[src/rtl/ysyx_trap_ctrl_pkg.sv]
// Shared types and constants for the commit-side trap sequencer.
// XLEN comes from the YSYX_XLEN macro and defaults to 32 when it is not set.
`ifndef YSYX_XLEN
`define YSYX_XLEN 32
`endif

package ysyx_trap_ctrl_pkg;

    typedef enum logic [1:0] {
        IDLE  = 2'd0,
        REDIR = 2'd1,
        FLUSH = 2'd2
    } trap_state_t;

    localparam int unsigned IRQ_CODE_W   = 4;
    localparam int unsigned IRQ_CODE_MSI = 3;
    localparam int unsigned IRQ_CODE_MTI = 7;
    localparam int unsigned IRQ_CODE_MEI = 11;

    localparam int unsigned MIE_MSIE_BIT = 3;
    localparam int unsigned MIE_MTIE_BIT = 7;
    localparam int unsigned MIE_MEIE_BIT = 11;

endpackage

[src/rtl/ysyx_trap_ctrl_if.sv]
// Commit, CSR-file and fetch-redirect signals of the trap sequencer.
// The sequencer itself uses the slave modport; its environment uses master.
`ifndef YSYX_XLEN
`define YSYX_XLEN 32
`endif

interface ysyx_trap_ctrl_if #(
    parameter int XLEN = `YSYX_XLEN,
    parameter int R_W  = 12
);
    logic            cmt_valid;
    logic            cmt_ready;
    logic [XLEN-1:0] cmt_pc;
    logic            cmt_ecall;
    logic            cmt_ebreak;
    logic            cmt_mret;
    logic            cmt_exc;
    logic [XLEN-1:0] cmt_cause;
    logic [XLEN-1:0] cmt_tval;
    logic            cmt_csr_wen;
    logic [R_W-1:0]  cmt_csr_waddr;
    logic [XLEN-1:0] cmt_csr_wdata;

    logic [XLEN-1:0] csr_mtvec;
    logic [XLEN-1:0] csr_mepc;
    logic            csr_mstatus_mie;
    logic [XLEN-1:0] csr_mie;
    logic            irq_msip;
    logic            irq_mtip;
    logic            irq_meip;

    logic            csr_valid;
    logic            csr_wen;
    logic            csr_ecall;
    logic            csr_mret;
    logic            csr_ebreak;
    logic            csr_trap;
    logic [R_W-1:0]  csr_waddr;
    logic [XLEN-1:0] csr_wdata;
    logic [XLEN-1:0] csr_pc;
    logic [XLEN-1:0] csr_cause;
    logic [XLEN-1:0] csr_tval;

    logic            redirect_valid;
    logic [XLEN-1:0] redirect_pc;
    logic            flush;
    logic            flush_done;

    modport master (
        output cmt_valid, cmt_pc, cmt_ecall, cmt_ebreak, cmt_mret, cmt_exc,
               cmt_cause, cmt_tval, cmt_csr_wen, cmt_csr_waddr, cmt_csr_wdata,
               csr_mtvec, csr_mepc, csr_mstatus_mie, csr_mie,
               irq_msip, irq_mtip, irq_meip, flush_done,
        input  cmt_ready, csr_valid, csr_wen, csr_ecall, csr_mret, csr_ebreak,
               csr_trap, csr_waddr, csr_wdata, csr_pc, csr_cause, csr_tval,
               redirect_valid, redirect_pc, flush
    );

    modport slave (
        input  cmt_valid, cmt_pc, cmt_ecall, cmt_ebreak, cmt_mret, cmt_exc,
               cmt_cause, cmt_tval, cmt_csr_wen, cmt_csr_waddr, cmt_csr_wdata,
               csr_mtvec, csr_mepc, csr_mstatus_mie, csr_mie,
               irq_msip, irq_mtip, irq_meip, flush_done,
        output cmt_ready, csr_valid, csr_wen, csr_ecall, csr_mret, csr_ebreak,
               csr_trap, csr_waddr, csr_wdata, csr_pc, csr_cause, csr_tval,
               redirect_valid, redirect_pc, flush
    );

endinterface

[src/rtl/ysyx_trap_irq_prio.sv]
// Machine interrupt priority encoder: MEI > MSI > MTI, gated by mstatus.MIE
// and the matching mie enable bit.
module ysyx_trap_irq_prio
    import ysyx_trap_ctrl_pkg::*;
#(
    parameter int XLEN = 32
) (
    input  logic                  mstatus_mie,
    input  logic [XLEN-1:0]       mie,
    input  logic                  irq_msip,
    input  logic                  irq_mtip,
    input  logic                  irq_meip,
    output logic                  pend,
    output logic [IRQ_CODE_W-1:0] code
);

    logic mei;
    logic msi;
    logic mti;

    assign mei = irq_meip & |(mie & (XLEN'(1) << MIE_MEIE_BIT));
    assign msi = irq_msip & |(mie & (XLEN'(1) << MIE_MSIE_BIT));
    assign mti = irq_mtip & |(mie & (XLEN'(1) << MIE_MTIE_BIT));

    always_comb begin
        pend = mstatus_mie & (mei | msi | mti);
        code = '0;
        if (mei)
            code = IRQ_CODE_W'(IRQ_CODE_MEI);
        else if (msi)
            code = IRQ_CODE_W'(IRQ_CODE_MSI);
        else if (mti)
            code = IRQ_CODE_W'(IRQ_CODE_MTI);
    end

endmodule

[src/rtl/ysyx_trap_ctrl.sv]
// Commit-side trap sequencer feeding the CSR file and redirecting fetch.
// Define YSYX_TRAP_VECTORED_EN to honour vectored mtvec mode for interrupts.
//
// state | meaning
// IDLE  | accepting commits; plain instructions retire back-to-back
// REDIR | one cycle: fetch redirect issued, flush raised
// FLUSH | flush held, commit stalled until flush_done
`ifndef YSYX_XLEN
`define YSYX_XLEN 32
`endif

module ysyx_trap_ctrl
    import ysyx_trap_ctrl_pkg::*;
#(
    parameter int XLEN = `YSYX_XLEN,
    parameter int R_W  = 12
) (
    input  logic              clock,
    input  logic              reset,
    ysyx_trap_ctrl_if.slave   ctl
);

    trap_state_t state;
    trap_state_t state_nxt;

    logic                  hs;
    logic                  irq_pend;
    logic [IRQ_CODE_W-1:0] irq_code;
    logic                  trap_evt;
    logic                  take_mret;
    logic [XLEN-1:0]       trap_base;

    logic            ready_q,  ready_nxt;
    logic            valid_q,  valid_nxt;
    logic            wen_q,    wen_nxt;
    logic            ecall_q,  ecall_nxt;
    logic            ebreak_q, ebreak_nxt;
    logic            mret_q,   mret_nxt;
    logic            trap_q,   trap_nxt;
    logic [R_W-1:0]  waddr_q,  waddr_nxt;
    logic [XLEN-1:0] wdata_q,  wdata_nxt;
    logic [XLEN-1:0] pc_q,     pc_nxt;
    logic [XLEN-1:0] cause_q,  cause_nxt;
    logic [XLEN-1:0] tval_q,   tval_nxt;
    logic            rdir_q,   rdir_nxt;
    logic [XLEN-1:0] rpc_q,    rpc_nxt;
    logic            flush_q,  flush_nxt;

    ysyx_trap_irq_prio #(.XLEN(XLEN)) u_irq_prio (
        .mstatus_mie (ctl.csr_mstatus_mie),
        .mie         (ctl.csr_mie),
        .irq_msip    (ctl.irq_msip),
        .irq_mtip    (ctl.irq_mtip),
        .irq_meip    (ctl.irq_meip),
        .pend        (irq_pend),
        .code        (irq_code)
    );

    assign hs        = ctl.cmt_valid & ready_q;
    assign trap_evt  = irq_pend | ctl.cmt_exc | ctl.cmt_ecall | ctl.cmt_ebreak | ctl.cmt_mret;
    assign take_mret = ctl.cmt_mret & ~(irq_pend | ctl.cmt_exc | ctl.cmt_ecall | ctl.cmt_ebreak);
    assign trap_base = ctl.csr_mtvec & ~XLEN'(3);

    always_ff @(posedge clock or posedge reset) begin
        if (reset)
            state <= IDLE;
        else
            state <= state_nxt;
    end

    always_comb begin
        state_nxt = state;
        case (state)
            IDLE:    if (hs && trap_evt) state_nxt = REDIR;
            REDIR:   state_nxt = FLUSH;
            FLUSH:   if (ctl.flush_done) state_nxt = IDLE;
            default: state_nxt = IDLE;
        endcase
    end

    always_comb begin
        valid_nxt  = 1'b0;
        wen_nxt    = 1'b0;
        ecall_nxt  = 1'b0;
        ebreak_nxt = 1'b0;
        mret_nxt   = 1'b0;
        trap_nxt   = 1'b0;
        waddr_nxt  = waddr_q;
        wdata_nxt  = wdata_q;
        pc_nxt     = pc_q;
        cause_nxt  = cause_q;
        tval_nxt   = tval_q;
        rpc_nxt    = rpc_q;
        if (hs) begin
            valid_nxt = 1'b1;
            pc_nxt    = ctl.cmt_pc;
            waddr_nxt = ctl.cmt_csr_waddr;
            wdata_nxt = ctl.cmt_csr_wdata;
            cause_nxt = '0;
            tval_nxt  = '0;
            if (irq_pend) begin
                trap_nxt  = 1'b1;
                cause_nxt = {1'b1, (XLEN-1)'(irq_code)};
            end else if (ctl.cmt_exc) begin
                trap_nxt  = 1'b1;
                cause_nxt = ctl.cmt_cause;
                tval_nxt  = ctl.cmt_tval;
            end else if (ctl.cmt_ecall) begin
                ecall_nxt = 1'b1;
            end else if (ctl.cmt_ebreak) begin
                ebreak_nxt = 1'b1;
            end else if (ctl.cmt_mret) begin
                mret_nxt = 1'b1;
            end else begin
                wen_nxt = ctl.cmt_csr_wen;
            end
            // mret returns to mepc as it stands before this cycle's CSR update
            if (take_mret)
                rpc_nxt = ctl.csr_mepc;
            else if (trap_evt) begin
                rpc_nxt = trap_base;
`ifdef YSYX_TRAP_VECTORED_EN
                if (irq_pend && ctl.csr_mtvec[1:0] == 2'b01)
                    rpc_nxt = trap_base + XLEN'({irq_code, 2'b00});
`endif
            end
        end
        ready_nxt = (state_nxt == IDLE);
        rdir_nxt  = (state_nxt == REDIR);
        flush_nxt = (state_nxt != IDLE);
    end

    always_ff @(posedge clock or posedge reset) begin
        if (reset) begin
            ready_q  <= 1'b1;
            valid_q  <= 1'b0;
            wen_q    <= 1'b0;
            ecall_q  <= 1'b0;
            ebreak_q <= 1'b0;
            mret_q   <= 1'b0;
            trap_q   <= 1'b0;
            waddr_q  <= '0;
            wdata_q  <= '0;
            pc_q     <= '0;
            cause_q  <= '0;
            tval_q   <= '0;
            rdir_q   <= 1'b0;
            rpc_q    <= '0;
            flush_q  <= 1'b0;
        end else begin
            ready_q  <= ready_nxt;
            valid_q  <= valid_nxt;
            wen_q    <= wen_nxt;
            ecall_q  <= ecall_nxt;
            ebreak_q <= ebreak_nxt;
            mret_q   <= mret_nxt;
            trap_q   <= trap_nxt;
            waddr_q  <= waddr_nxt;
            wdata_q  <= wdata_nxt;
            pc_q     <= pc_nxt;
            cause_q  <= cause_nxt;
            tval_q   <= tval_nxt;
            rdir_q   <= rdir_nxt;
            rpc_q    <= rpc_nxt;
            flush_q  <= flush_nxt;
        end
    end

    assign ctl.cmt_ready      = ready_q;
    assign ctl.csr_valid      = valid_q;
    assign ctl.csr_wen        = wen_q;
    assign ctl.csr_ecall      = ecall_q;
    assign ctl.csr_ebreak     = ebreak_q;
    assign ctl.csr_mret       = mret_q;
    assign ctl.csr_trap       = trap_q;
    assign ctl.csr_waddr      = waddr_q;
    assign ctl.csr_wdata      = wdata_q;
    assign ctl.csr_pc         = pc_q;
    assign ctl.csr_cause      = cause_q;
    assign ctl.csr_tval       = tval_q;
    assign ctl.redirect_valid = rdir_q;
    assign ctl.redirect_pc    = rpc_q;
    assign ctl.flush          = flush_q;

endmodule

[src/flat_wrapper.sv]
// flat-port wrapper written by rule: the top's interface ports become plain ports
module ysyx_trap_ctrl_flat import ysyx_trap_ctrl_pkg::*;
#(
    parameter int XLEN = `YSYX_XLEN,
    parameter int R_W  = 12
)
  (clock, reset, ctl_cmt_valid, ctl_cmt_pc, ctl_cmt_ecall, ctl_cmt_ebreak, ctl_cmt_mret, ctl_cmt_exc, ctl_cmt_cause, ctl_cmt_tval, ctl_cmt_csr_wen, ctl_cmt_csr_waddr, ctl_cmt_csr_wdata, ctl_csr_mtvec, ctl_csr_mepc, ctl_csr_mstatus_mie, ctl_csr_mie, ctl_irq_msip, ctl_irq_mtip, ctl_irq_meip, ctl_flush_done, ctl_cmt_ready, ctl_csr_valid, ctl_csr_wen, ctl_csr_ecall, ctl_csr_mret, ctl_csr_ebreak, ctl_csr_trap, ctl_csr_waddr, ctl_csr_wdata, ctl_csr_pc, ctl_csr_cause, ctl_csr_tval, ctl_redirect_valid, ctl_redirect_pc, ctl_flush);
  ysyx_trap_ctrl_if #(.XLEN(XLEN), .R_W(R_W)) ctl_i ();
  input  logic clock;
  input  logic reset;
  input wire logic [$bits(ctl_i.cmt_valid)-1:0] ctl_cmt_valid;
  input wire logic [$bits(ctl_i.cmt_pc)-1:0] ctl_cmt_pc;
  input wire logic [$bits(ctl_i.cmt_ecall)-1:0] ctl_cmt_ecall;
  input wire logic [$bits(ctl_i.cmt_ebreak)-1:0] ctl_cmt_ebreak;
  input wire logic [$bits(ctl_i.cmt_mret)-1:0] ctl_cmt_mret;
  input wire logic [$bits(ctl_i.cmt_exc)-1:0] ctl_cmt_exc;
  input wire logic [$bits(ctl_i.cmt_cause)-1:0] ctl_cmt_cause;
  input wire logic [$bits(ctl_i.cmt_tval)-1:0] ctl_cmt_tval;
  input wire logic [$bits(ctl_i.cmt_csr_wen)-1:0] ctl_cmt_csr_wen;
  input wire logic [$bits(ctl_i.cmt_csr_waddr)-1:0] ctl_cmt_csr_waddr;
  input wire logic [$bits(ctl_i.cmt_csr_wdata)-1:0] ctl_cmt_csr_wdata;
  input wire logic [$bits(ctl_i.csr_mtvec)-1:0] ctl_csr_mtvec;
  input wire logic [$bits(ctl_i.csr_mepc)-1:0] ctl_csr_mepc;
  input wire logic [$bits(ctl_i.csr_mstatus_mie)-1:0] ctl_csr_mstatus_mie;
  input wire logic [$bits(ctl_i.csr_mie)-1:0] ctl_csr_mie;
  input wire logic [$bits(ctl_i.irq_msip)-1:0] ctl_irq_msip;
  input wire logic [$bits(ctl_i.irq_mtip)-1:0] ctl_irq_mtip;
  input wire logic [$bits(ctl_i.irq_meip)-1:0] ctl_irq_meip;
  input wire logic [$bits(ctl_i.flush_done)-1:0] ctl_flush_done;
  output wire logic [$bits(ctl_i.cmt_ready)-1:0] ctl_cmt_ready;
  output wire logic [$bits(ctl_i.csr_valid)-1:0] ctl_csr_valid;
  output wire logic [$bits(ctl_i.csr_wen)-1:0] ctl_csr_wen;
  output wire logic [$bits(ctl_i.csr_ecall)-1:0] ctl_csr_ecall;
  output wire logic [$bits(ctl_i.csr_mret)-1:0] ctl_csr_mret;
  output wire logic [$bits(ctl_i.csr_ebreak)-1:0] ctl_csr_ebreak;
  output wire logic [$bits(ctl_i.csr_trap)-1:0] ctl_csr_trap;
  output wire logic [$bits(ctl_i.csr_waddr)-1:0] ctl_csr_waddr;
  output wire logic [$bits(ctl_i.csr_wdata)-1:0] ctl_csr_wdata;
  output wire logic [$bits(ctl_i.csr_pc)-1:0] ctl_csr_pc;
  output wire logic [$bits(ctl_i.csr_cause)-1:0] ctl_csr_cause;
  output wire logic [$bits(ctl_i.csr_tval)-1:0] ctl_csr_tval;
  output wire logic [$bits(ctl_i.redirect_valid)-1:0] ctl_redirect_valid;
  output wire logic [$bits(ctl_i.redirect_pc)-1:0] ctl_redirect_pc;
  output wire logic [$bits(ctl_i.flush)-1:0] ctl_flush;
  assign ctl_i.cmt_valid = ctl_cmt_valid;
  assign ctl_i.cmt_pc = ctl_cmt_pc;
  assign ctl_i.cmt_ecall = ctl_cmt_ecall;
  assign ctl_i.cmt_ebreak = ctl_cmt_ebreak;
  assign ctl_i.cmt_mret = ctl_cmt_mret;
  assign ctl_i.cmt_exc = ctl_cmt_exc;
  assign ctl_i.cmt_cause = ctl_cmt_cause;
  assign ctl_i.cmt_tval = ctl_cmt_tval;
  assign ctl_i.cmt_csr_wen = ctl_cmt_csr_wen;
  assign ctl_i.cmt_csr_waddr = ctl_cmt_csr_waddr;
  assign ctl_i.cmt_csr_wdata = ctl_cmt_csr_wdata;
  assign ctl_i.csr_mtvec = ctl_csr_mtvec;
  assign ctl_i.csr_mepc = ctl_csr_mepc;
  assign ctl_i.csr_mstatus_mie = ctl_csr_mstatus_mie;
  assign ctl_i.csr_mie = ctl_csr_mie;
  assign ctl_i.irq_msip = ctl_irq_msip;
  assign ctl_i.irq_mtip = ctl_irq_mtip;
  assign ctl_i.irq_meip = ctl_irq_meip;
  assign ctl_i.flush_done = ctl_flush_done;
  assign ctl_cmt_ready = ctl_i.cmt_ready;
  assign ctl_csr_valid = ctl_i.csr_valid;
  assign ctl_csr_wen = ctl_i.csr_wen;
  assign ctl_csr_ecall = ctl_i.csr_ecall;
  assign ctl_csr_mret = ctl_i.csr_mret;
  assign ctl_csr_ebreak = ctl_i.csr_ebreak;
  assign ctl_csr_trap = ctl_i.csr_trap;
  assign ctl_csr_waddr = ctl_i.csr_waddr;
  assign ctl_csr_wdata = ctl_i.csr_wdata;
  assign ctl_csr_pc = ctl_i.csr_pc;
  assign ctl_csr_cause = ctl_i.csr_cause;
  assign ctl_csr_tval = ctl_i.csr_tval;
  assign ctl_redirect_valid = ctl_i.redirect_valid;
  assign ctl_redirect_pc = ctl_i.redirect_pc;
  assign ctl_flush = ctl_i.flush;
  ysyx_trap_ctrl #(.XLEN(XLEN), .R_W(R_W)) u_core (.clock(clock), .reset(reset), .ctl(ctl_i));
endmodule
[config.mk]
export PLATFORM = sky130hd
export DESIGN_NAME = ysyx_trap_ctrl_flat
export DESIGN_NICKNAME = d
export VERILOG_FILES = /design/src/rtl/ysyx_trap_ctrl_pkg.sv /design/src/rtl/ysyx_trap_ctrl_if.sv /design/src/rtl/ysyx_trap_irq_prio.sv /design/src/rtl/ysyx_trap_ctrl.sv /design/src/flat_wrapper.sv
export SDC_FILE = /design/constraint.sdc
export NUM_CORES = 1
export LEC_CHECK = 0
export BUFFER_PORTS_ARGS = -buffer_cell sky130_fd_sc_hd__buf_2
export CORE_AREA = 3 3 166 168
export CTS_CLUSTER_SIZE = 20
export DETAILED_ROUTE_END_ITERATION = 16
export DIE_AREA = 0 0 169 171
export PLACE_DENSITY = 0.61
export SYNTH_ARGS = -nofsm -noshare
export SYNTH_HDL_FRONTEND = slang
export SYNTH_SLANG_ARGS = --single-unit
[constraint.sdc]
create_clock -name clock -period 15 [get_ports clock]
set_input_delay 1.5 -clock clock [delete_from_list [all_inputs] [get_ports clock]]
set_output_delay 1.5 -clock clock [all_outputs]
set_load 0.02 [all_outputs]
==> flow_metrics.env, run 1 <==
export IMPL_startpoint_type="input pin"
export IMPL_hold_violations=0
export IMPL_drt_iter0_markers=600
export IMPL_antenna_found_initial=1
export IMPL_rsz0062_at_grt="false"
export IMPL_gp_congestion=0.758
export IMPL_yosys_area_top_type_share_pct=64.7
export IMPL_fillers=2629
export IMPL_ir_drop_mv=0.0953
export IMPL_core_sq_mm=0.0261
export IMPL_min_period_ns=3.51
export IMPL_synth_fp_nets=923
export IMPL_finalSetupTns_ns=0
export IMPL_die_h_um=171
export IMPL_initial_core_util_pct=27.0
export IMPL_synth_warnings=0
export IMPL_synth_most_common_cell="nand2_1"
export IMPL_synth_cell_type_count=30
export IMPL_detail_route_antenna_nets=0
export IMPL_power_leakage_nw=5.85
export IMPL_numCtsBuffers=17
export IMPL_crit_type="in2reg"
export IMPL_io_buffers=398
export IMPL_setup_violations=0
export IMPL_cts_resized=0
export IMPL_clock_sinks=183
export IMPL_synth_edf_count=0
export IMPL_timing_slew_headroom_pct=32.5
export IMPL_worstPathMaxFanout=47
export IMPL_slew_violations=0
export IMPL_synth_ff_type="dfrtp_1"
export IMPL_clkTransAtPathRegs_ns=0.07
export IMPL_finalCritPeriodShare_pct=23.4
export IMPL_max_clock_path_buffers=2
export IMPL_root_buffer="clkbuf_16"
export IMPL_wl_per_cell_um=15.7
export IMPL_grt_pass1_vias=6254
export IMPL_cap_violations=0
export IMPL_drcViolationCount=0
export IMPL_async_reset_ff_share_pct=100
export IMPL_layout_drive_gt1_share_pct=41.5
export IMPL_wirelength_um=22100
export IMPL_cts_tree="yes"
export IMPL_skew_ns=0.00879
export IMPL_clock_fmax_mhz=285
export IMPL_status="finished, final reports clean"
export IMPL_cp_arrival_ns=3.77
export IMPL_synth_top_area_cell="dfrtp_1"
export IMPL_vias=6176
export IMPL_cp_end_kind="flip-flop"
export IMPL_synth_top_cells_by_count="nand2_1 (234), dfrtp_1 (182), inv_1 (92)"
export IMPL_htreeDepth=4
export IMPL_worst_slew_pin_slew_ns=1.01
export IMPL_track_usage_pct=14.7
export IMPL_hpwlAfterDp_um=15800
export IMPL_synth_area_sq_mm=0.00704
export IMPL_area_delta_synth_final_pct=40.6
export IMPL_dieArea_sq_mm=0.0289
export IMPL_pwr_density_cell_mw_per_mm2=206
export IMPL_std_cell_rows=59
export IMPL_synth_seq_cells=183
export IMPL_synth_area_per_cell_sq_um=10.4
export IMPL_num_io_pins=430
export IMPL_synth_top_cells_by_area="dfrtp_1 (65%), nand2_1 (12%), a22o_1 (7.6%)"
export IMPL_die_x_um=169
export IMPL_min_path_type="reg2reg"
export IMPL_firstDrtPassIters=8
export IMPL_ctsHoldBuffers=0
export IMPL_postLayoutCoreUtil_pct=38.0
export IMPL_grt_pass1_wl_um=33900
export IMPL_post_cts_buffers=0
export IMPL_crit_required_ns=15.27
export IMPL_overflow=0
export IMPL_synthCells=674
export IMPL_grt_max_degree=106
export IMPL_viasPerCell=4.39
export IMPL_synth_seq_area_share_pct=65.0
export IMPL_clock_latency_ns=0.42
export IMPL_num_nets_final=1307
## layout by cell type, fill, tap and decap left out, types with 2 or more instances in the layout
cell type,n
buf_2,398
nand2_1,233
dfrtp_1,182
inv_1,91
a22o_1,61
a222oi_1,31
clkbuf_16,17
buf_4,8
nor2_1,5
clkinv_4,4
inv_8,4
a21oi_1,3
o21ai_0,3
nor3_1,3
inv_6,3
and4_1,2
clkinvlp_4,2
## worst max-delay path, cell delays in order
cell and delay [ns]:
buf_2 0.10, nand2_4 0.18, inv_2 0.55, buf_4 0.54, and4_1 0.32, buf_4 0.37, a222oi_1 0.18
## metal layers
| metal | part of all wire (%) | track usage, % | up-vias |
|---|---|---|---|
| li1 | - | - | 2968 |
| met1 | 42 | 19.0 | 2933 |
| met2 | 49 | 24.5 | 255 |
| met3 | 7.1 | 3.93 | 18 |
| met4 | 1.2 | 4.06 | 2 |
| met5 | 0.059 | 0 | - |
## worst paths after layout
| path | start | endpoint | slack (ns) | depth (start not counted) |
|---|---|---|---|---|
| worst max-delay path | ctl_cmt_valid | u_core.ctl.redirect_pc[13] | 11.49 | 7 |
| worst min-delay path | u_core.ctl.csr_wdata[27] | u_core.ctl.csr_wdata[27] | 0.47 | 2 |
| worst max register to register | u_core.ctl.cmt_ready | u_core.ctl.redirect_pc[13] | 12.13 | 6 |
| worst min register to register | u_core.ctl.csr_wdata[27] | u_core.ctl.csr_wdata[27] | 0.47 | 2 |
| max in group asynchronous | reset | u_core.ctl.csr_tval[11] | 12.08 | 3 |
| min in group asynchronous | reset | u_core.ctl.csr_wdata[5] | 1.27 | 2 |
## stage by stage
step | setup slack, ns | hold slack, ns | cell area [sq um] | power (mW) | std cells
3_5_place_dp | 10.96 | 0.457 | 9340 | 1.63 | 1374
2_1_floorplan | 8.53 | 0.461 | 7040 | 1.30 | 674
4_1_cts | 11.41 | 0.476 | 9900 | 2.07 | 1405
3_3_place_gp | 11.01 | 0.453 | 9340 | 1.62 | 1374
5_1_grt | 11.22 | 0.483 | 9900 | 2.18 | 1405
6_report | 11.49 | 0.470 | 9910 | 2.04 | 1406
## where the power goes
part	total, mW	internal, mW	switching [mW]
clock network	0.431	0.220	0.211
logic	0.811	0.272	0.540
registers	0.796	0.694	0.102
total	2.04	1.19	0.853
## cell families after synthesis
logic type	after synthesis	synth area share (%)
AND/OR/NAND/NOR	249	13.6
flip-flops	183	65.0
AO/OA/AOI/OAI	107	13.5
multiplexers	1	0.142
buffers and inverters	134	7.71
## cell type report
type	instances	area [sq um]	area share (%)
Multi-Input combinational cell	357	1940	19.6
Inverter	93	354	3.57
Tap cell	335	419	4.23
Timing Repair Buffer	406	2050	20.7
Clock inverter	14	134	1.35
Antenna cell	1	2.50	0.0253
Clock buffer	17	425	4.29
Sequential cell	183	4580	46.2
## registers in the layout, indices dropped and copies added, names as in the netlist
signal,cells
u_core.ctl.csr_ebreak,1
u_core.ctl.csr_tval,32
u_core.ctl.csr_mret,1
u_core.state,2
u_core.ctl.csr_wen,1
u_core.ctl.csr_waddr,12
u_core.ctl.csr_cause,32
u_core.ctl.csr_wdata,32
u_core.ctl.redirect_pc,32
u_core.ctl.csr_trap,1
u_core.ctl.cmt_ready,1
u_core.ctl.csr_pc,32
u_core.ctl.csr_ecall,1
u_core.ctl.csr_valid,1
u_core.ctl.flush,1
u_core.ctl.redirect_valid,1
No activity file was read; power rests on OpenSTA's default activity.
==> run 2, diff against run 1 <==
--- a/config.mk
+++ b/config.mk
@@ -6,11 +6,11 @@
 export NUM_CORES = 1
 export LEC_CHECK = 0
 export BUFFER_PORTS_ARGS = -buffer_cell sky130_fd_sc_hd__buf_2
-export CORE_AREA = 3 3 166 168
+export CORE_AREA = 3 3 167 169
 export CTS_CLUSTER_SIZE = 20
 export DETAILED_ROUTE_END_ITERATION = 16
-export DIE_AREA = 0 0 169 171
-export PLACE_DENSITY = 0.61
+export DIE_AREA = 0 0 170 172
+export PLACE_DENSITY = 0.6
 export SYNTH_ARGS = -nofsm -noshare
 export SYNTH_HDL_FRONTEND = slang
 export SYNTH_SLANG_ARGS = --single-unit
==> constraint.sdc (replaced) <==
create_clock -name clock -period 3.3 [get_ports clock]
set_input_delay 0.33 -clock clock [delete_from_list [all_inputs] [get_ports clock]]
set_output_delay 0.33 -clock clock [all_outputs]
set_load 0.02 [all_outputs]
==> run 2 against run 1 <==
Cell area grew 0.67%. Largest power group unchanged. Critical path type is now reg2reg. Hold slack worse by 0.43 ns. Power grew to 4.6 times the previous value. Cell count is 0.71% higher. First-iteration DRC count is 9.0% lower. Worst setup slack worse by 10 ns. Count of clock-buffer cells in the layout grew 3. Clock power rose to 4.6 times the previous value.
==> flow_metrics.env, run 2 (synthesis gave the netlist of run 1 again) <==
export IMPL_clock_fmax_mhz=518
export IMPL_skew_ns=0.0131
export IMPL_cap_violations=0
export IMPL_final_common_cell="buf_2"
export IMPL_m1WireLength_um=9360
export IMPL_drcViolationCount=0
export IMPL_die_h_um=172
export IMPL_layout_drive_gt1_share_pct=41.7
export IMPL_ctsHoldBuffers=0
export IMPL_initial_core_util_pct=26.4
export IMPL_die_x_um=170
export IMPL_antenna_cells=0
export IMPL_io_buffers=398
export IMPL_cp_cell_sequence="nand2_4 -> inv_2 -> buf_4 -> nand2_1 -> nand2_1"
export IMPL_final_cells=1416
export IMPL_rsz0062_at_grt="false"
export IMPL_numCtsBuffers=17
export IMPL_drt_iter0_markers=546
export IMPL_clkTransAtPathRegs_ns=0.07
export IMPL_p_comb_share_pct=39.8
export IMPL_p_int_mw=5.44
export IMPL_num_nets_final=1311
export IMPL_viasPerCell=4.36
export IMPL_grt_max_degree=74
export IMPL_cts_resized=0
export IMPL_ir_drop_mv=0.308
export IMPL_regArea_sq_mm=0.00458
export IMPL_r2r_start="u_core.ctl.cmt_ready"
export IMPL_routed_wl_met3_um=1770
export IMPL_overflow=0
export IMPL_dp_cells=1384
export IMPL_gp_congestion=0.764
export IMPL_worst_slew_pin_slew_ns=0.765
export IMPL_finalCritPeriodShare_pct=58.5
export IMPL_wl_per_cell_um=16.1
export IMPL_area_delta_synth_final_pct=41.6
export IMPL_clock_latency_ns=0.42
export IMPL_post_cts_buffers=0
export IMPL_htreeDepth=4
export IMPL_r2r_end="u_core.ctl.csr_wdata[23]"
export IMPL_crit_type="reg2reg"
export IMPL_core_sq_mm=0.0267
export IMPL_grt_pass1_wl_um=33700
export IMPL_pwr_share_seq_pct=38.9
export IMPL_hpwlAfterDp_um=16500
export IMPL_min_path_type="in2async"
export IMPL_detail_route_antenna_nets=0
export IMPL_power_leakage_nw=5.87
export IMPL_fillers=2778
export IMPL_slew_violations=0
export IMPL_vias=6174
export IMPL_cpPeakStageDelay_ns=0.61
export IMPL_startpoint_type="flip-flop"
export IMPL_worstPathMaxFanout=68
export IMPL_multi_input_area_sq_mm=0.00194
export IMPL_cp_end_kind="flip-flop"
export IMPL_clock_sinks=183
export IMPL_std_cell_rows=60
export IMPL_max_clock_path_buffers=2
export IMPL_clockPowerShare_pct=21.3
export IMPL_crit_required_ns=3.65
export IMPL_ff2ff_setup_slack_ns=1.37
export IMPL_cp_slowest_cell="buf_4"
export IMPL_track_usage_pct=14.9
export IMPL_grt_pass1_vias=5961
export IMPL_met2_length_um=11100
export IMPL_antenna_found_initial=6
export IMPL_root_buffer="clkbuf_16"
export IMPL_hold_violations=0
export IMPL_setup_violations=0
export IMPL_min_period_ns=1.93
export IMPL_layout_common_cells="buf_2 (398), nand2_1 (233), dfrtp_1 (182)"
export IMPL_rr_worst_depth=5
export IMPL_status="finished, final reports clean"
export IMPL_swShare_pct=41.7
export IMPL_cp_arrival_ns=2.28
export IMPL_crit_top_cell="nand2_1"
export IMPL_num_io_pins=430
export IMPL_cts_tree="yes"
export IMPL_firstDrtPassIters=6
export IMPL_placed_cell_area_sq_mm=0.00941
export IMPL_power_switching_mw=3.89
export IMPL_topRoutingLayerUsed="met5"
export IMPL_fin_area_sq_mm=0.00997
export IMPL_pwr_density_cell_mw_per_mm2=935
export IMPL_timing_slew_headroom_pct=48.9
export IMPL_wirelength_um=22800
export IMPL_finalSetupTns_ns=0
export IMPL_power_total_mw=9.32
export IMPL_dieArea_sq_mm=0.0292
[run 2: worst max-delay path: cells and delay by family (launching register included)]
family | cells | cell delay (ns)
buffers and inverters | 2 | 0.87
DFF | 1 | 0.56
and+or+nand+nor | 3 | 0.38
[run 2: worst max path at each step]
stage                               from                         end  slack (ns)  cells past startpoint
floorplan                          reset     u_core.ctl.csr_cause[0]        0.62                      1
global placement            ctl_irq_meip  u_core.ctl.redirect_pc[23]        1.11                      6
CTS                 u_core.ctl.cmt_ready    u_core.ctl.csr_wdata[23]        1.30                      5
detailed placement          ctl_irq_meip  u_core.ctl.redirect_pc[31]        1.04                      6
finish              u_core.ctl.cmt_ready    u_core.ctl.csr_wdata[23]        1.37                      5
global route        u_core.ctl.cmt_ready    u_core.ctl.csr_wdata[23]        1.21                      5
[run 2: power groups by stage]
stage / logic (mW) / clock network [mW] / registers (mW)
2_1_floorplan: 1.12 / 0 / 4.79
3_3_place_gp: 3.72 / 0 / 3.64
3_5_place_dp: 3.78 / 0 / 3.65
4_1_cts: 3.77 / 2.07 / 3.63
5_1_grt: 4.05 / 2.16 / 3.76
6_report: 3.71 / 1.98 / 3.63
[run 2: layout make-up]
class                           count  area share, %
Timing Repair Buffer              410           21.1
Tap cell                          341           4.28
Clock buffer                       20           4.58
Multi-Input combinational cell    357           19.4
Inverter                           93           3.54
Clock inverter                     12           1.10
Sequential cell                   183           45.9
[run 2: stage by stage]
step           utilization [%]  hold slack (ns)  setup slack (ns)
2_1_floorplan                -            0.435             0.620
3_3_place_gp              35.2            0.452              1.11
3_5_place_dp              35.2            0.456              1.04
4_1_cts                   37.3           0.0445              1.30
5_1_grt                   37.3           0.0653              1.21
6_report                  37.3           0.0428              1.37
[run 2: routing by layer]
metal	GRT usage, %	up-vias
met5	0	-
met3	4.64	33
li1	-	2973
met2	24.4	264
met4	4.97	12
met1	18.7	2892
